--- config.mk ---
export PLATFORM = sky130hd
export DESIGN_NAME = i2c_slave_core
export DESIGN_NICKNAME = d
export VERILOG_FILES = /design/src/rtl/i2c_slave_core_pkg.sv /design/src/rtl/i2c_slave_line_sync.sv /design/src/rtl/i2c_slave_core.sv
export SDC_FILE = /design/constraint.sdc
export NUM_CORES = 1
export LEC_CHECK = 0
export BUFFER_PORTS_ARGS = -buffer_cell sky130_fd_sc_hd__buf_2
export CAP_MARGIN = 20
export CELL_PAD_IN_SITES_DETAIL_PLACEMENT = 0
export CELL_PAD_IN_SITES_GLOBAL_PLACEMENT = 1
export CORE_UTILIZATION = 49
export CTS_BUF_LIST = sky130_fd_sc_hd__clkbuf_4 sky130_fd_sc_hd__clkbuf_8
export DETAILED_ROUTE_END_ITERATION = 8
export GPL_ROUTABILITY_DRIVEN = 0
export PLACE_DENSITY_LB_ADDON = 0.25
export SYNTH_ARGS = -nofsm -noshare
export SYNTH_HDL_FRONTEND = slang
export SYNTH_SLANG_ARGS = --single-unit
export TNS_END_PERCENT = 10
--- constraint.sdc ---
create_clock -name i2c_core_clock_i -period 3.1 [get_ports i2c_core_clock_i]
set_input_delay 0.465 -clock i2c_core_clock_i [delete_from_list [all_inputs] [get_ports i2c_core_clock_i]]
set_output_delay 0.465 -clock i2c_core_clock_i [all_outputs]
set_load 0.02 [all_outputs]
--- src/rtl/i2c_slave_core_pkg.sv ---
`default_nettype none
// ============================================================================
// Module   : i2c_slave_core_pkg
// Purpose  : Shared state encoding, ACK/NACK bit levels and synchroniser depth
//            for the I2C slave core and its line synchroniser.
// Revision : 1.0 - initial release
// ============================================================================
package i2c_slave_core_pkg;

  // Protocol FSM states. Being disabled is not a state: it forces IDLE.
  typedef enum logic [3:0] {
    ST_IDLE     = 4'd0,
    ST_ADDR     = 4'd1,
    ST_ADDR_ACK = 4'd2,
    ST_WR_DATA  = 4'd3,
    ST_WR_ACK   = 4'd4,
    ST_RD_DATA  = 4'd5,
    ST_RD_ACK   = 4'd6,
    ST_IGNORE   = 4'd7
  } state_e;

  // Level of SDA during the acknowledge bit.
  localparam logic ACK  = 1'b0;
  localparam logic NACK = 1'b1;

  // Flops between a raw bus pin and the edge detector.
  localparam int SYNC_DEPTH = 2;

  // Byte put on the bus when a read starts with no data offered.
  localparam logic [7:0] RD_IDLE_BYTE = 8'hFF;

endpackage
`default_nettype wire

--- src/rtl/i2c_slave_line_sync.sv ---
`default_nettype none
// ============================================================================
// Module   : i2c_slave_line_sync
// Purpose  : Synchronises raw SCL/SDA, detects SCL edges and START/STOP
//            conditions. Outputs are single-cycle pulses.
// Revision : 1.0 - initial release
// ============================================================================
module i2c_slave_line_sync
  import i2c_slave_core_pkg::*;
(
  input  logic clk_i,
  input  logic rst_i,
  input  logic scl_i,
  input  logic sda_i,
  output logic sda_o,
  output logic scl_rise_o,
  output logic scl_fall_o,
  output logic start_o,
  output logic stop_o
);

  logic [SYNC_DEPTH-1:0] scl_sync_q, scl_sync_d;
  logic [SYNC_DEPTH-1:0] sda_sync_q, sda_sync_d;
  logic                  scl_prev_q, scl_prev_d;
  logic                  sda_prev_q, sda_prev_d;
  logic                  scl_lvl;

  assign scl_lvl = scl_sync_q[SYNC_DEPTH-1];
  assign sda_o   = sda_sync_q[SYNC_DEPTH-1];

  // Shift the pin levels through the synchroniser and keep last synced level.
  always_comb begin
    scl_sync_d = {scl_sync_q[SYNC_DEPTH-2:0], scl_i};
    sda_sync_d = {sda_sync_q[SYNC_DEPTH-2:0], sda_i};
    scl_prev_d = scl_lvl;
    sda_prev_d = sda_o;
  end

  // Idle bus is high, so everything resets to 1 to avoid a false edge.
  always_ff @(posedge clk_i or posedge rst_i) begin
    if (rst_i) begin
      scl_sync_q <= '1;
      sda_sync_q <= '1;
      scl_prev_q <= 1'b1;
      sda_prev_q <= 1'b1;
    end else begin
      scl_sync_q <= scl_sync_d;
      sda_sync_q <= sda_sync_d;
      scl_prev_q <= scl_prev_d;
      sda_prev_q <= sda_prev_d;
    end
  end

  assign scl_rise_o = scl_lvl & ~scl_prev_q;
  assign scl_fall_o = ~scl_lvl & scl_prev_q;
  // SDA moving while SCL stays high is a bus condition, not data.
  assign start_o    = scl_lvl & scl_prev_q & ~sda_o & sda_prev_q;
  assign stop_o     = scl_lvl & scl_prev_q & sda_o & ~sda_prev_q;

endmodule
`default_nettype wire

--- src/rtl/i2c_slave_core.sv ---
`default_nettype none
// ============================================================================
// Module   : i2c_slave_core
// Purpose  : I2C slave protocol engine: address match, write bytes to an rx
//            sink, read bytes from a tx source, ACK/NACK generation.
// Config   : I2C_SLAVE_CLK_STRETCH_EN - hold SCL low while the tx source has
//            no data or the rx sink is full, instead of sending 0xFF / NACK.
// Revision : 1.0 - initial release
// ============================================================================
module i2c_slave_core
  import i2c_slave_core_pkg::*;
#(
  parameter logic [6:0] SLAVE_ADDR = 7'h50
) (
  input  logic       i2c_core_clock_i,
  input  logic       reset_bit_i,
  input  logic       enable_bit_i,
  input  logic       scl_i,
  input  logic       sda_i,
  output logic       sda_en_o,
  output logic       scl_en_o,
  input  logic [7:0] tx_data_i,
  input  logic       tx_valid_i,
  output logic       tx_ready_o,
  output logic [7:0] rx_data_o,
  output logic       rx_valid_o,
  input  logic       rx_full_i,
  output logic [7:0] addr_rw_o,
  output logic       busy_o
);

  logic sda_lvl, scl_rise, scl_fall, start_det, stop_det;

  i2c_slave_line_sync u_line_sync (
    .clk_i      (i2c_core_clock_i),
    .rst_i      (reset_bit_i),
    .scl_i      (scl_i),
    .sda_i      (sda_i),
    .sda_o      (sda_lvl),
    .scl_rise_o (scl_rise),
    .scl_fall_o (scl_fall),
    .start_o    (start_det),
    .stop_o     (stop_det)
  );

  state_e      state_q, state_d;
  logic [2:0]  bit_cnt_q, bit_cnt_d;
  logic [6:0]  shift_q, shift_d;       // bits already received this byte
  logic [7:0]  tx_shift_q, tx_shift_d; // MSB is the next bit to drive
  logic        sda_en_q, sda_en_d;
  logic        ack_phase_q, ack_phase_d; // ACK bit in progress / master ACKed
  logic [7:0]  rx_data_q, rx_data_d;
  logic        rx_valid_q, rx_valid_d;
  logic [7:0]  addr_rw_q, addr_rw_d;
  logic        busy_q, busy_d;
  logic        tx_ready;
  logic        rd_start;
  logic [7:0]  rx_byte;

`ifdef I2C_SLAVE_CLK_STRETCH_EN
  logic        scl_en_q, scl_en_d;
  logic        rd_wait_q, rd_wait_d;   // stretching for tx data
  logic        wr_wait_q, wr_wait_d;   // stretching for rx space
`endif

  assign rx_byte = {shift_q, sda_lvl};

  // Next-state and datapath: enable, then START, then STOP beat SCL edges.
  always_comb begin
    state_d     = state_q;
    bit_cnt_d   = bit_cnt_q;
    shift_d     = shift_q;
    tx_shift_d  = tx_shift_q;
    sda_en_d    = sda_en_q;
    ack_phase_d = ack_phase_q;
    rx_data_d   = rx_data_q;
    rx_valid_d  = 1'b0;
    addr_rw_d   = addr_rw_q;
    busy_d      = busy_q;
    tx_ready    = 1'b0;
    rd_start    = 1'b0;
`ifdef I2C_SLAVE_CLK_STRETCH_EN
    scl_en_d    = 1'b0;
    rd_wait_d   = rd_wait_q;
    wr_wait_d   = wr_wait_q;
`endif

    if (!enable_bit_i) begin
      state_d     = ST_IDLE;
      bit_cnt_d   = 3'd0;
      shift_d     = '0;
      sda_en_d    = 1'b0;
      ack_phase_d = 1'b0;
      busy_d      = 1'b0;
`ifdef I2C_SLAVE_CLK_STRETCH_EN
      rd_wait_d   = 1'b0;
      wr_wait_d   = 1'b0;
`endif
    end else if (start_det) begin
      state_d     = ST_ADDR;
      bit_cnt_d   = 3'd0;
      sda_en_d    = 1'b0;
      ack_phase_d = 1'b0;
`ifdef I2C_SLAVE_CLK_STRETCH_EN
      rd_wait_d   = 1'b0;
      wr_wait_d   = 1'b0;
`endif
    end else if (stop_det) begin
      state_d     = ST_IDLE;
      bit_cnt_d   = 3'd0;
      sda_en_d    = 1'b0;
      ack_phase_d = 1'b0;
      busy_d      = 1'b0;
`ifdef I2C_SLAVE_CLK_STRETCH_EN
      rd_wait_d   = 1'b0;
      wr_wait_d   = 1'b0;
`endif
    end else begin
      case (state_q)
        ST_IDLE, ST_IGNORE: begin
          // only a bus condition leaves these states
        end

        ST_ADDR: begin
          if (scl_rise) begin
            shift_d   = rx_byte[6:0];
            bit_cnt_d = bit_cnt_q + 3'd1;
            if (bit_cnt_q == 3'd7) begin
              if (rx_byte[7:1] == SLAVE_ADDR) begin
                addr_rw_d   = rx_byte;
                busy_d      = 1'b1;
                ack_phase_d = 1'b0;
                state_d     = ST_ADDR_ACK;
              end else begin
                state_d = ST_IGNORE;
              end
            end
          end
        end

        ST_ADDR_ACK: begin
          if (scl_fall) begin
            if (!ack_phase_q) begin
              sda_en_d    = ~ACK;
              ack_phase_d = 1'b1;
            end else begin
              ack_phase_d = 1'b0;
              if (addr_rw_q[0]) begin
                rd_start = 1'b1;
              end else begin
                sda_en_d  = 1'b0;
                bit_cnt_d = 3'd0;
                state_d   = ST_WR_DATA;
              end
            end
          end
        end

        ST_WR_DATA: begin
          if (scl_rise) begin
            shift_d   = rx_byte[6:0];
            bit_cnt_d = bit_cnt_q + 3'd1;
            if (bit_cnt_q == 3'd7) begin
              rx_data_d   = rx_byte;
              rx_valid_d  = 1'b1;
              ack_phase_d = 1'b0;
              state_d     = ST_WR_ACK;
            end
          end
        end

        ST_WR_ACK: begin
`ifdef I2C_SLAVE_CLK_STRETCH_EN
          if (wr_wait_q) begin
            // SDA settles to ACK one cycle before SCL is let go
            scl_en_d = 1'b1;
            if (!rx_full_i) begin
              sda_en_d    = ~ACK;
              ack_phase_d = 1'b1;
              wr_wait_d   = 1'b0;
            end
          end else if (scl_fall) begin
`else
          if (scl_fall) begin
`endif
            if (!ack_phase_q) begin
              if (!rx_full_i) begin
                sda_en_d    = ~ACK;
                ack_phase_d = 1'b1;
              end else begin
`ifdef I2C_SLAVE_CLK_STRETCH_EN
                scl_en_d  = 1'b1;
                wr_wait_d = 1'b1;
`else
                sda_en_d  = ~NACK;
                state_d   = ST_IGNORE;
`endif
              end
            end else begin
              sda_en_d    = 1'b0;
              ack_phase_d = 1'b0;
              bit_cnt_d   = 3'd0;
              state_d     = ST_WR_DATA;
            end
          end
        end

        ST_RD_DATA: begin
`ifdef I2C_SLAVE_CLK_STRETCH_EN
          if (rd_wait_q) begin
            // keep SCL low through the load cycle so bit 7 is set up first
            tx_ready = 1'b1;
            scl_en_d = 1'b1;
            if (tx_valid_i) begin
              sda_en_d   = ~tx_data_i[7];
              tx_shift_d = {tx_data_i[6:0], 1'b1};
              rd_wait_d  = 1'b0;
            end
          end else if (scl_fall) begin
`else
          if (scl_fall) begin
`endif
            sda_en_d   = ~tx_shift_q[7];
            tx_shift_d = {tx_shift_q[6:0], 1'b1};
          end else if (scl_rise) begin
            bit_cnt_d = bit_cnt_q + 3'd1;
            if (bit_cnt_q == 3'd7) begin
              ack_phase_d = 1'b0;
              state_d     = ST_RD_ACK;
            end
          end
        end

        ST_RD_ACK: begin
          if (scl_fall) begin
            if (!ack_phase_q) begin
              sda_en_d = 1'b0;
            end else begin
              ack_phase_d = 1'b0;
              rd_start    = 1'b1;
            end
          end else if (scl_rise) begin
            if (sda_lvl == NACK) begin
              state_d = ST_IGNORE;
            end else begin
              ack_phase_d = 1'b1;
            end
          end
        end

        default: begin
          state_d = ST_IDLE;
        end
      endcase

      // Falling edge that opens a read byte: offer the handshake and load.
      if (rd_start) begin
        tx_ready  = 1'b1;
        bit_cnt_d = 3'd0;
        state_d   = ST_RD_DATA;
`ifdef I2C_SLAVE_CLK_STRETCH_EN
        if (tx_valid_i) begin
          sda_en_d   = ~tx_data_i[7];
          tx_shift_d = {tx_data_i[6:0], 1'b1};
        end else begin
          sda_en_d  = 1'b0;
          scl_en_d  = 1'b1;
          rd_wait_d = 1'b1;
        end
`else
        sda_en_d   = tx_valid_i ? ~tx_data_i[7] : ~RD_IDLE_BYTE[7];
        tx_shift_d = tx_valid_i ? {tx_data_i[6:0], 1'b1} : {RD_IDLE_BYTE[6:0], 1'b1};
`endif
      end
    end
  end

  // State register; reset releases the bus lines asynchronously.
  always_ff @(posedge i2c_core_clock_i or posedge reset_bit_i) begin
    if (reset_bit_i) begin
      state_q     <= ST_IDLE;
      bit_cnt_q   <= 3'd0;
      shift_q     <= '0;
      tx_shift_q  <= '1;
      sda_en_q    <= 1'b0;
      ack_phase_q <= 1'b0;
      rx_data_q   <= 8'h00;
      rx_valid_q  <= 1'b0;
      addr_rw_q   <= 8'h00;
      busy_q      <= 1'b0;
`ifdef I2C_SLAVE_CLK_STRETCH_EN
      scl_en_q    <= 1'b0;
      rd_wait_q   <= 1'b0;
      wr_wait_q   <= 1'b0;
`endif
    end else begin
      state_q     <= state_d;
      bit_cnt_q   <= bit_cnt_d;
      shift_q     <= shift_d;
      tx_shift_q  <= tx_shift_d;
      sda_en_q    <= sda_en_d;
      ack_phase_q <= ack_phase_d;
      rx_data_q   <= rx_data_d;
      rx_valid_q  <= rx_valid_d;
      addr_rw_q   <= addr_rw_d;
      busy_q      <= busy_d;
`ifdef I2C_SLAVE_CLK_STRETCH_EN
      scl_en_q    <= scl_en_d;
      rd_wait_q   <= rd_wait_d;
      wr_wait_q   <= wr_wait_d;
`endif
    end
  end

  assign sda_en_o   = sda_en_q;
`ifdef I2C_SLAVE_CLK_STRETCH_EN
  assign scl_en_o   = scl_en_q;
`else
  assign scl_en_o   = 1'b0;
`endif
  assign tx_ready_o = tx_ready;
  assign rx_data_o  = rx_data_q;
  assign rx_valid_o = rx_valid_q;
  assign addr_rw_o  = addr_rw_q;
  assign busy_o     = busy_q;

endmodule
`default_nettype wire

## After elaboration in Yosys (flattened, before gate mapping)

Cells that the tools add are included.

| word-level totals | value |
|---|---|
| bits in read-only memories | 0 |
| latch bits | 0 |
| memories kept | 0 |
| output and inout port bits | 21 |
| memory bits (writable) | 0 |
| word-level logic and storage cells | 192 |
| bits of input ports | 15 |
| register bits | 48 |

| cells by class | value |
|---|---|
| magnitude comparators | 0 |
| bitwise logic cells | 15 |
| reduce and logical (&&, ||, !) cells | 14 |
| div/mod/pow operators | 0 |
| $mul | 0 |
| $add $sub $neg | 1 |
| equality and inequality tests | 49 |
| mux-type cells | 99 |
| shift-type cells | 0 |

Operator list:

| kind | count |
|---|---|
| 6-bit != test, second input constant | 19 |
| 4-bit two-way mux | 20 |
| 1-bit two-way mux | 53 |
| 3-bit two-way mux | 12 |
| 7-bit two-way mux | 5 |
| 5-bit != test, second input constant | 7 |
| 8-bit two-way mux | 4 |
| 4-bit one-hot mux with 7 select lines | 1 |
| 7-bit AND reduction | 3 |
| 4-bit by 3-bit equality test with 1-bit output, second input constant | 4 |
| 16-bit AND reduction | 1 |
| 7-bit != test, second input constant | 2 |
| 3-bit by 1-bit != test with 1-bit output, second input constant | 4 |
| 3-bit one-hot mux with 4 select lines | 1 |
| 5-bit AND reduction | 2 |
| 9-bit by 1-bit != test with 1-bit output, second input constant | 1 |
| 9-bit AND reduction | 1 |
| 4-bit by 2-bit equality test with 1-bit output, second input constant | 2 |
| 8-bit by 1-bit != test with 1-bit output, second input constant | 1 |
| 8-bit by 2-bit != test with 1-bit output, second input constant | 1 |
| 1-bit NOT | 8 |
| 1-bit bitwise AND | 7 |
| 7-bit equality test, second input constant | 1 |
| 2-bit != test, second input constant | 3 |
| other kinds (13) | 15 |

## Logic depth before layout (Yosys ltp)

Gate-level depths: netlist of the first run.

| logic depth | value |
|---|---|
| depth after elaboration | 11 |
| mapped depth | 7 |
| gate-level depth less buffers | 7 |

## By module

A second synthesis of the first run with hierarchy kept.

| second synthesis, totals | value |
|---|---|
| cell total of the unflattened synthesis | 228 |
| area total of the unflattened synthesis | 2349.8 µm² |

By module, submodules not included:

| module | area an instance (µm²) | sequential area each (µm²) | times used | cells an instance |
|---|---|---|---|---|
| i2c_slave_core | 2155.8 | 1009.7 | 1 | 217 |
| i2c_slave_line_sync | 193.9 | 157.7 | 1 | 11 |

## Worst setup path before layout of the first run

No wires, ideal clock.

| path | value |
|---|---|
| path type | register to output |
| start point | reg u_line_sync.scl_prev_q |
| end point | out tx_ready_o |
| path buffers | 1 |
| data required time | 2635 ps |
| arrival time | 1701 ps |
| setup slack | 934 ps |
| cell stages (with the launch flop) | 5 |
| cell sequence | dfstp_2 -> nor2b_1 -> buf_2 -> nand2_1 -> nor4b_1 |

| between the ends | value |
|---|---|
| cells in the longest elaborated chain, start to end | 10 |
| elaborated cells between the ends (all ways) | 16 |
| those cells by class | mux: 10; bitwise: 6 |

RTL lines:

| what | RTL line | RTL |
|---|---|---|
| from (decl) | i2c_slave_line_sync.sv:24 | `logic scl_prev_q, scl_prev_d;` |
| from (signal assigned) | i2c_slave_line_sync.sv:49 | `scl_prev_q <= scl_prev_d;` |
| 1-bit bitwise AND | i2c_slave_line_sync.sv:55 | `assign scl_fall_o = ~scl_lvl & scl_prev_q;` |
| 1-bit two-way mux (on tied branches) | i2c_slave_core.sv:235, i2c_slave_core.sv:142 |  |
| 1-bit one-hot mux with 2 select lines | i2c_slave_core.sv:119 | `case (state_q)` |
| 1-bit two-way mux | i2c_slave_core.sv:108 | `end else if (stop_det) begin` |
| 1-bit two-way mux | i2c_slave_core.sv:99 | `end else if (start_det) begin` |
| 1-bit two-way mux | i2c_slave_core.sv:88 | `if (!enable_bit_i) begin` |
| 1-bit two-way mux | i2c_slave_core.sv:257 | `if (rd_start) begin` |
| 1-bit two-way mux | i2c_slave_core.sv:108 |  |
| 1-bit two-way mux (*) | i2c_slave_core.sv:99 |  |
| 1-bit two-way mux (*) | i2c_slave_core.sv:88 |  |
| to (decl) | i2c_slave_core.sv:24 | `output logic tx_ready_o,` |

Every way passes the cells marked *; elsewhere a longest branch is shown, timed or not. The select of a mux whose other input is x is not followed.

## Worst setup path in the final report of the first run

Same ends and word-level chain as after synthesis.

==> results of run 1 <==
[per-layer routing]
layer / share of wire (%) / track usage (%)
met3: 4.7 / 4.17
met5: 0 / 0
met4: 1.1 / 6.97
met2: 46 / 31.9
met1: 48 / 30.9
[power by group through the flow]
stage | sequential [mW] | combinational [mW] | clock [mW]
after floorplan | 0.676 | 0.460 | 0
after global placement | 0.757 | 0.468 | 0
after detailed placement | 0.758 | 0.464 | 0
after CTS | 0.748 | 0.466 | 0.376
after global routing | 0.766 | 0.529 | 0.394
final | 0.751 | 0.473 | 0.359
[logic make-up after synthesis]
| kind of cell | after synthesis | share of synthesized area [%] |
|---|---|---|
| and+or+nand+nor | 89 | 21.9 |
| AOI/OAI and AO/OA | 63 | 17.6 |
| DFF | 46 | 48.4 |
| buffers and inverters | 20 | 3.63 |
| muxes | 15 | 6.64 |
| adders and majority gates | 2 | 1.04 |
| xor gates and xnor gates | 2 | 0.726 |
| other | 1 | 0.155 |
[flip-flops by register name (all words and copies together), names as in the netlist, 2 cells and up]
name	count
addr_rw_o	8
rx_data_o	8
shift_q	7
tx_shift_q	7
bit_cnt_q	3
state_q	3
u_line_sync.scl_sync_q	2
u_line_sync.sda_sync_q	2
[critical path, cell delays in order, from the launching register on]
cell and delay [ns]:
dfstp_2 0.62, nor2b_1 0.50, nand2_1 0.22, nor4b_1 0.26, buf_2 0.21
[cell type report]
class / instances / area, µm² / share of cell area, %
clock buffer: 5 / 68.8 / 2.51
clock inverter: 3 / 21.3 / 0.777
inverter: 7 / 26.3 / 0.959
multi-input combinational: 172 / 1160 / 42.3
sequential: 46 / 1170 / 42.6
tap: 67 / 83.8 / 3.06
timing repair buffer: 37 / 213 / 7.77
[final timing paths]
check | from | endpoint | slack (ns) | cells after the start
hold / removal | reset_bit_i | shift_q[0]$_DFFE_PP0P_ | 0.04 | 2
max in group asynchronous | reset_bit_i | shift_q[6]$_DFFE_PP0P_ | 2.40 | 4
hold reg to reg | u_line_sync.sda_sync_q[0]$_DFF_PP1_ | u_line_sync.sda_sync_q[1]$_DFF_PP1_ | 0.36 | 0
setup reg to reg | state_q[0]$_DFFE_PP0P_ | addr_rw_o[0]$_DFFE_PP0P_ | 0.68 | 4
min in group i2c_core_clock_i | scl_i | u_line_sync.scl_sync_q[0]$_DFF_PP1_ | 0.26 | 1
setup / recovery | u_line_sync.scl_prev_q$_DFF_PP1_ | tx_ready_o | 0.53 | 4
[cell usage after synthesis, drive strengths merged (2+ instances only)]
cell type	n	share of area (%)
nor3b	2	0.62
nor4b	2	0.98
ha	2	1.0
nor3	5	1.0
dfrtp	33	34
o32ai	3	1.1
and3	2	0.52
o21a	3	0.93
nor4	3	1.0
nand3	7	1.5
o22ai	3	1.0
dfstp	13	14
o31ai	2	0.62
o21ai	27	5.6
a211oi	3	1.7
nor2	9	1.4
mux2	8	3.7
nand3b	9	2.8
or2	3	0.78
and3b	2	0.73
nor2b	17	4.4
mux2i	7	2.9
nand2b	4	1.3
inv	6	0.93
nand2	18	2.8
a31oi	4	1.0
clkbuf	5	0.78
nand4	2	0.52
a21oi	9	2.0
buf	8	1.8
==> flow_summary.json, run 1 <==
{
  "run_status": "finished, final reports clean",
  "synth_flop_cell": "dfrtp_1",
  "dp_hpwl_um": 3640,
  "pwr-share-seq_pct": 47.4,
  "fillers": 423,
  "power.switching_mw": 0.575,
  "hold_path_class": "in2async",
  "diodes": 0,
  "fin_crit_sh_pct": 82.8,
  "die_height_um": 72.2,
  "p_total_mw": 1.58,
  "cts_buffer_depth": 2,
  "drc": 0,
  "cts-resized-gates": 0,
  "cts_sinks": 46,
  "peakVddDrop_uv": 282,
  "cts_buffers": 5,
  "crit_path_end_kind": "output port",
  "holdWs_ns": 0.0424,
  "grt_pass1_wl_um": 8430,
  "path_clk_slew_ns": 0.09,
  "worstPathMaxFanout": 9,
  "worst_slack_ns": 0.533,
  "synth-seq-cells": 46,
  "grt_pass1_vias": 1762,
  "place.port_buffers": 34,
  "routed_via_density": 5.54,
  "clock-skew-final_ns": 0.00735,
  "drtPass1Iterations": 4,
  "final_common_cell": "buf_2",
  "fin_util_pct": 58.0,
  "initial_core_util_pct": 51.1,
  "power_leakage_nw": 1.22,
  "slew_violations": 0,
  "dpl_cell_area_um2": 2620,
  "finalHoldViolations": 0,
  "path_class": "reg2out",
  "finalSetupViolations": 0,
  "ys_seq_area_share_pct": 48.4,
  "synth_nets": 255,
  "clkLatencyLatePin_ns": 0.29,
  "vias": 1866,
  "synth_area_um2": 2410,
  "crit_path_start_kind": "flop",
  "finalSetupTns_ns": 0,
  "drv_cap": 0,
  "switching_share_pct": 36.3,
  "htree_levels": 2,
  "placed_cells": 328,
  "nets": 286,
  "worstPathRequired_ns": 2.63,
  "power-per-cell-area_nw_per_um2": 578,
  "yosysWarnings": 0,
  "p_comb_share_pct": 29.9,
  "fin_area_um2": 2740,
  "fp.dieArea_um2": 5210,
  "ys_types": 57,
  "drt-initial-drc-count": 215,
  "ant_nets": 0,
  "worst_pin_slew_ns": 0.755,
  "overflow": 0,
  "rsz0062_at_grt": "no",
  "drive_gt1_share_pct": 29.3,
  "synthCells": 238,
  "grt_max_degree": 29,
  "syn_avg_cell_area_um2": 10.1,
  "arrival_ns": 2.10,
  "areaGrowthSynthToFinish_pct": 13.5,
  "async_reset_ff_share_pct": 100,
  "pwr-share-clk_pct": 22.7,
  "max_slew_margin_pct": 49.5,
  "internal_power_mw": 1.01,
  "ioPinCount": 36,
  "clock-root-buffer": "clkbuf_8",
  "min_period_ns": 2.57,
  "die_w_um": 72.2,
  "wirelength_um": 5000,
  "hold_buffers": 0,
  "coreArea_um2": 4720,
  "track_usage_pct": 21.2,
  "layout_common_cells": "34 x buf_2, 33 x dfrtp_1, 19 x o21ai_0",
  "max_freq_mhz": 390,
  "wl_per_cell_um": 14.8,
  "row_count": 25,
  "antenna_found_initial": 0,
  "dpl_worst_slack_ns": 0.758,
  "cts_tree": "yes",
  "synth_enable_flop_cells": 0,
  "cts_setup_buffers": 0,
  "stdcell_count": 337
}
(Power assumes the default switching activity.)
==> run 2: changes to the inputs <==
--- a/config.mk
+++ b/config.mk
@@ -5,11 +5,12 @@
 export SDC_FILE = /design/constraint.sdc
 export NUM_CORES = 1
 export LEC_CHECK = 0
+export ABC_AREA = 1
 export BUFFER_PORTS_ARGS = -buffer_cell sky130_fd_sc_hd__buf_2
 export CAP_MARGIN = 20
 export CELL_PAD_IN_SITES_DETAIL_PLACEMENT = 0
 export CELL_PAD_IN_SITES_GLOBAL_PLACEMENT = 1
-export CORE_UTILIZATION = 49
+export CORE_UTILIZATION = 40
 export CTS_BUF_LIST = sky130_fd_sc_hd__clkbuf_4 sky130_fd_sc_hd__clkbuf_8
 export DETAILED_ROUTE_END_ITERATION = 8
 export GPL_ROUTABILITY_DRIVEN = 0
==> constraint.sdc (replaced) <==
create_clock -name i2c_core_clock_i -period 2.1 [get_ports i2c_core_clock_i]
set_input_delay 0.315 -clock i2c_core_clock_i [delete_from_list [all_inputs] [get_ports i2c_core_clock_i]]
set_output_delay 0.315 -clock i2c_core_clock_i [all_outputs]
set_load 0.02 [all_outputs]
==> flow_summary.json, run 2 <==
{
  "arrival_ns": 1.65,
  "drv_cap": 0,
  "wl_per_cell_um": 13.2,
  "clkLatencyLatePin_ns": 0.31,
  "rsz0062_at_grt": "no",
  "drc": 0,
  "clock-skew-final_ns": 0.0175,
  "grt_pass1_vias": 2067,
  "critPathMostFrequentCell": "nor2_1",
  "grt_max_degree": 47,
  "placed_cells": 431,
  "overflow": 0,
  "diodes": 0,
  "r2r-start": "u_line_sync.sda_sync_q[1]$_DFF_PP1_",
  "initial_core_util_pct": 41.3,
  "regToRegSetupSlack_ns": 0.31,
  "worstPathRequired_ns": 1.78,
  "final_common_cell": "nand2_1",
  "row_count": 29,
  "path_class": "reg2out",
  "run_status": "finished, final reports clean",
  "synthTopCellsByArea": "dfrtp_1 31%, dfstp_2 13%, nand2_1 11%",
  "wirelength_um": 5790,
  "path_clk_slew_ns": 0.10,
  "worstPathMaxFanout": 5,
  "drtPass1Iterations": 5,
  "max_stage_delay_ns": 0.57,
  "fp.dieArea_um2": 6890,
  "routed_via_density": 4.96,
  "fin_area_um2": 2950,
  "path_cells": "nand2_1 > nor2_1 > nand2_2 > nor2_1 > buf_2",
  "nets": 378,
  "hold_path_class": "in2async",
  "synth_top_family_by_area": "simple AND/OR/NAND/NOR gates",
  "power_leakage_nw": 1.59,
  "grt_pass1_wl_um": 9890,
  "areaGrowthSynthToFinish_pct": 12.6,
  "drive_gt1_share_pct": 30.4,
  "ys_top_cells_by_count": "75 x nand2_1, 42 x nor2_1, 38 x inv_1, 33 x dfrtp_1, 22 x nand3_1",
  "synth_area_leader_cell": "dfrtp_1",
  "vias": 2176,
  "die_height_um": 83.0,
  "async_reset_ff_share_pct": 100,
  "power-per-cell-area_nw_per_um2": 689,
  "stdcell_count": 439,
  "synth_area_um2": 2620,
  "htree_levels": 2,
  "ys_seq_area_share_pct": 44.5,
  "yosysTopAreaCellShare_pct": 31.5,
  "crit_path_start_kind": "flop",
  "cts_tree": "yes",
  "synth_nets": 341,
  "finalHoldViolations": 0,
  "finalSetupViolations": 0,
  "finalSetupTns_ns": 0,
  "synth-compound-area-share_pct": 9.39,
  "synth-seq-cells": 46,
  "worst_slack_ns": 0.137,
  "syn_avg_cell_area_um2": 8.10,
  "synthCells": 324,
  "cpMaxStageDelayCell": "dfstp_2",
  "dpl_worst_slack_ns": 0.325,
  "fin_crit_sh_pct": 93.5,
  "max_freq_mhz": 509,
  "ant_nets": 0,
  "min_period_ns": 1.96,
  "ys_types": 35,
  "die_w_um": 83.0,
  "antenna_found_initial": 0,
  "slew_violations": 0,
  "place.port_buffers": 34,
  "yosysWarnings": 0,
  "r2r_cells": 10,
  "r2r_end": "bit_cnt_q[1]$_DFFE_PP0P_",
  "muxShareOfSynthArea_pct": 1.29,
  "layout_common_cells": "74 x nand2_1, 42 x nor2_1, 37 x inv_1",
  "coreArea_um2": 6350,
  "synthAdderAreaFrac_pct": 0.954,
  "cts_buffer_depth": 2,
  "clock-root-buffer": "clkbuf_8",
  "dp_hpwl_um": 4260,
  "crit_path_end_kind": "output port",
  "drt-initial-drc-count": 176,
  "cts_sinks": 46,
  "synth-xor-area-share_pct": 0,
  "cts_buffers": 5,
  "dpl_cell_area_um2": 2860,
  "peakVddDrop_uv": 327,
  "yosysMostFrequentCell": "nand2_1",
  "synth_flop_cell": "dfrtp_1",
  "synth_enable_flop_cells": 0,
  "ioPinCount": 36,
  "synthSimpleGateAreaFrac_pct": 35.0,
  "track_usage_pct": 17.9
}
## run 2: cell types whose count changed after synthesis, sizes merged, moves of 7 or more
cell,before,now
nand3b,9,1
nand3,7,23
nor2,9,58
mux2i,7,0
nor2b,17,0
nand2,18,89
inv,6,44
o21ai,27,20
## run 2: report_power, final
part,internal (mW),switching (mW),total (mW)
sequential,0.932,0.0562,0.988
clock,0.249,0.328,0.577
combinational,0.156,0.314,0.469
## run 2: cell families (layout without fill, tap and decap cells)
logic type	count (synthesis)	count (layout)
other cells	1	1
simple gates	181	181
fa+ha+maj	2	2
mux	3	3
compound gates	40	40
buf+inv	51	89
flops	46	46
## run 2: worst max path at each step
stage | start | endpoint | slack, ns | cells past startpoint
after floorplan | u_line_sync.scl_sync_q[1]$_DFF_PP1_ | rx_data_o[1]$_DFFE_PP0P_ | 0.58 | 5
after global placement | u_line_sync.sda_sync_q[1]$_DFF_PP1_ | sda_en_o$_DFFE_PP0P_ | 0.31 | 10
after CTS | u_line_sync.scl_prev_q$_DFF_PP1_ | tx_ready_o | 0.10 | 5
final | u_line_sync.scl_prev_q$_DFF_PP1_ | tx_ready_o | 0.14 | 5
after detailed placement | u_line_sync.sda_sync_q[1]$_DFF_PP1_ | sda_en_o$_DFFE_PP0P_ | 0.33 | 10
after global routing | u_line_sync.scl_prev_q$_DFF_PP1_ | tx_ready_o | 0.02 | 5
## run 2: cell type report
class	count	area, µm²
Clock inverter	2	12.5
Clock buffer	6	76.3
Inverter	45	173
Timing Repair Buffer	36	198
Tap cell	77	96.3
Fill cell	619	3400
Sequential cell	46	1170
Multi-Input combinational cell	227	1230
## run 2: what timing repair did
| action | in CTS | in global routing |
|---|---|---|
| setup buffers | 0 | 0 |
| hold buffers | 0 | 0 |
| resized for setup | 0 | 2 |
| endpoints found under the setup margin | 0 | 1 |
## run 2: routing by layer
layer | wire length, µm | track usage, %
met5 | 0 | 0
met4 | 102 | 6.43
met3 | 253 | 3.38
met2 | 2600 | 27.9
met1 | 2830 | 24.8
## run 2: critical path, delay by kind of cell (launching register included)
kind | cells | cell delay (ns)
DFF | 1 | 0.57
buffers and inverters | 1 | 0.18
and+or+nand+nor | 4 | 0.59
## run 2: stage by stage
stage	total power, mW	utilization [%]	hold slack (ns)
2_1_floorplan	1.37	-	0.319
3_3_place_gp	1.47	45.1	0.346
3_5_place_dp	1.47	45.1	0.348
4_1_cts	2.04	46.5	0.0309
5_1_grt	2.15	46.5	0.0416
6_report	2.03	46.5	0.0142
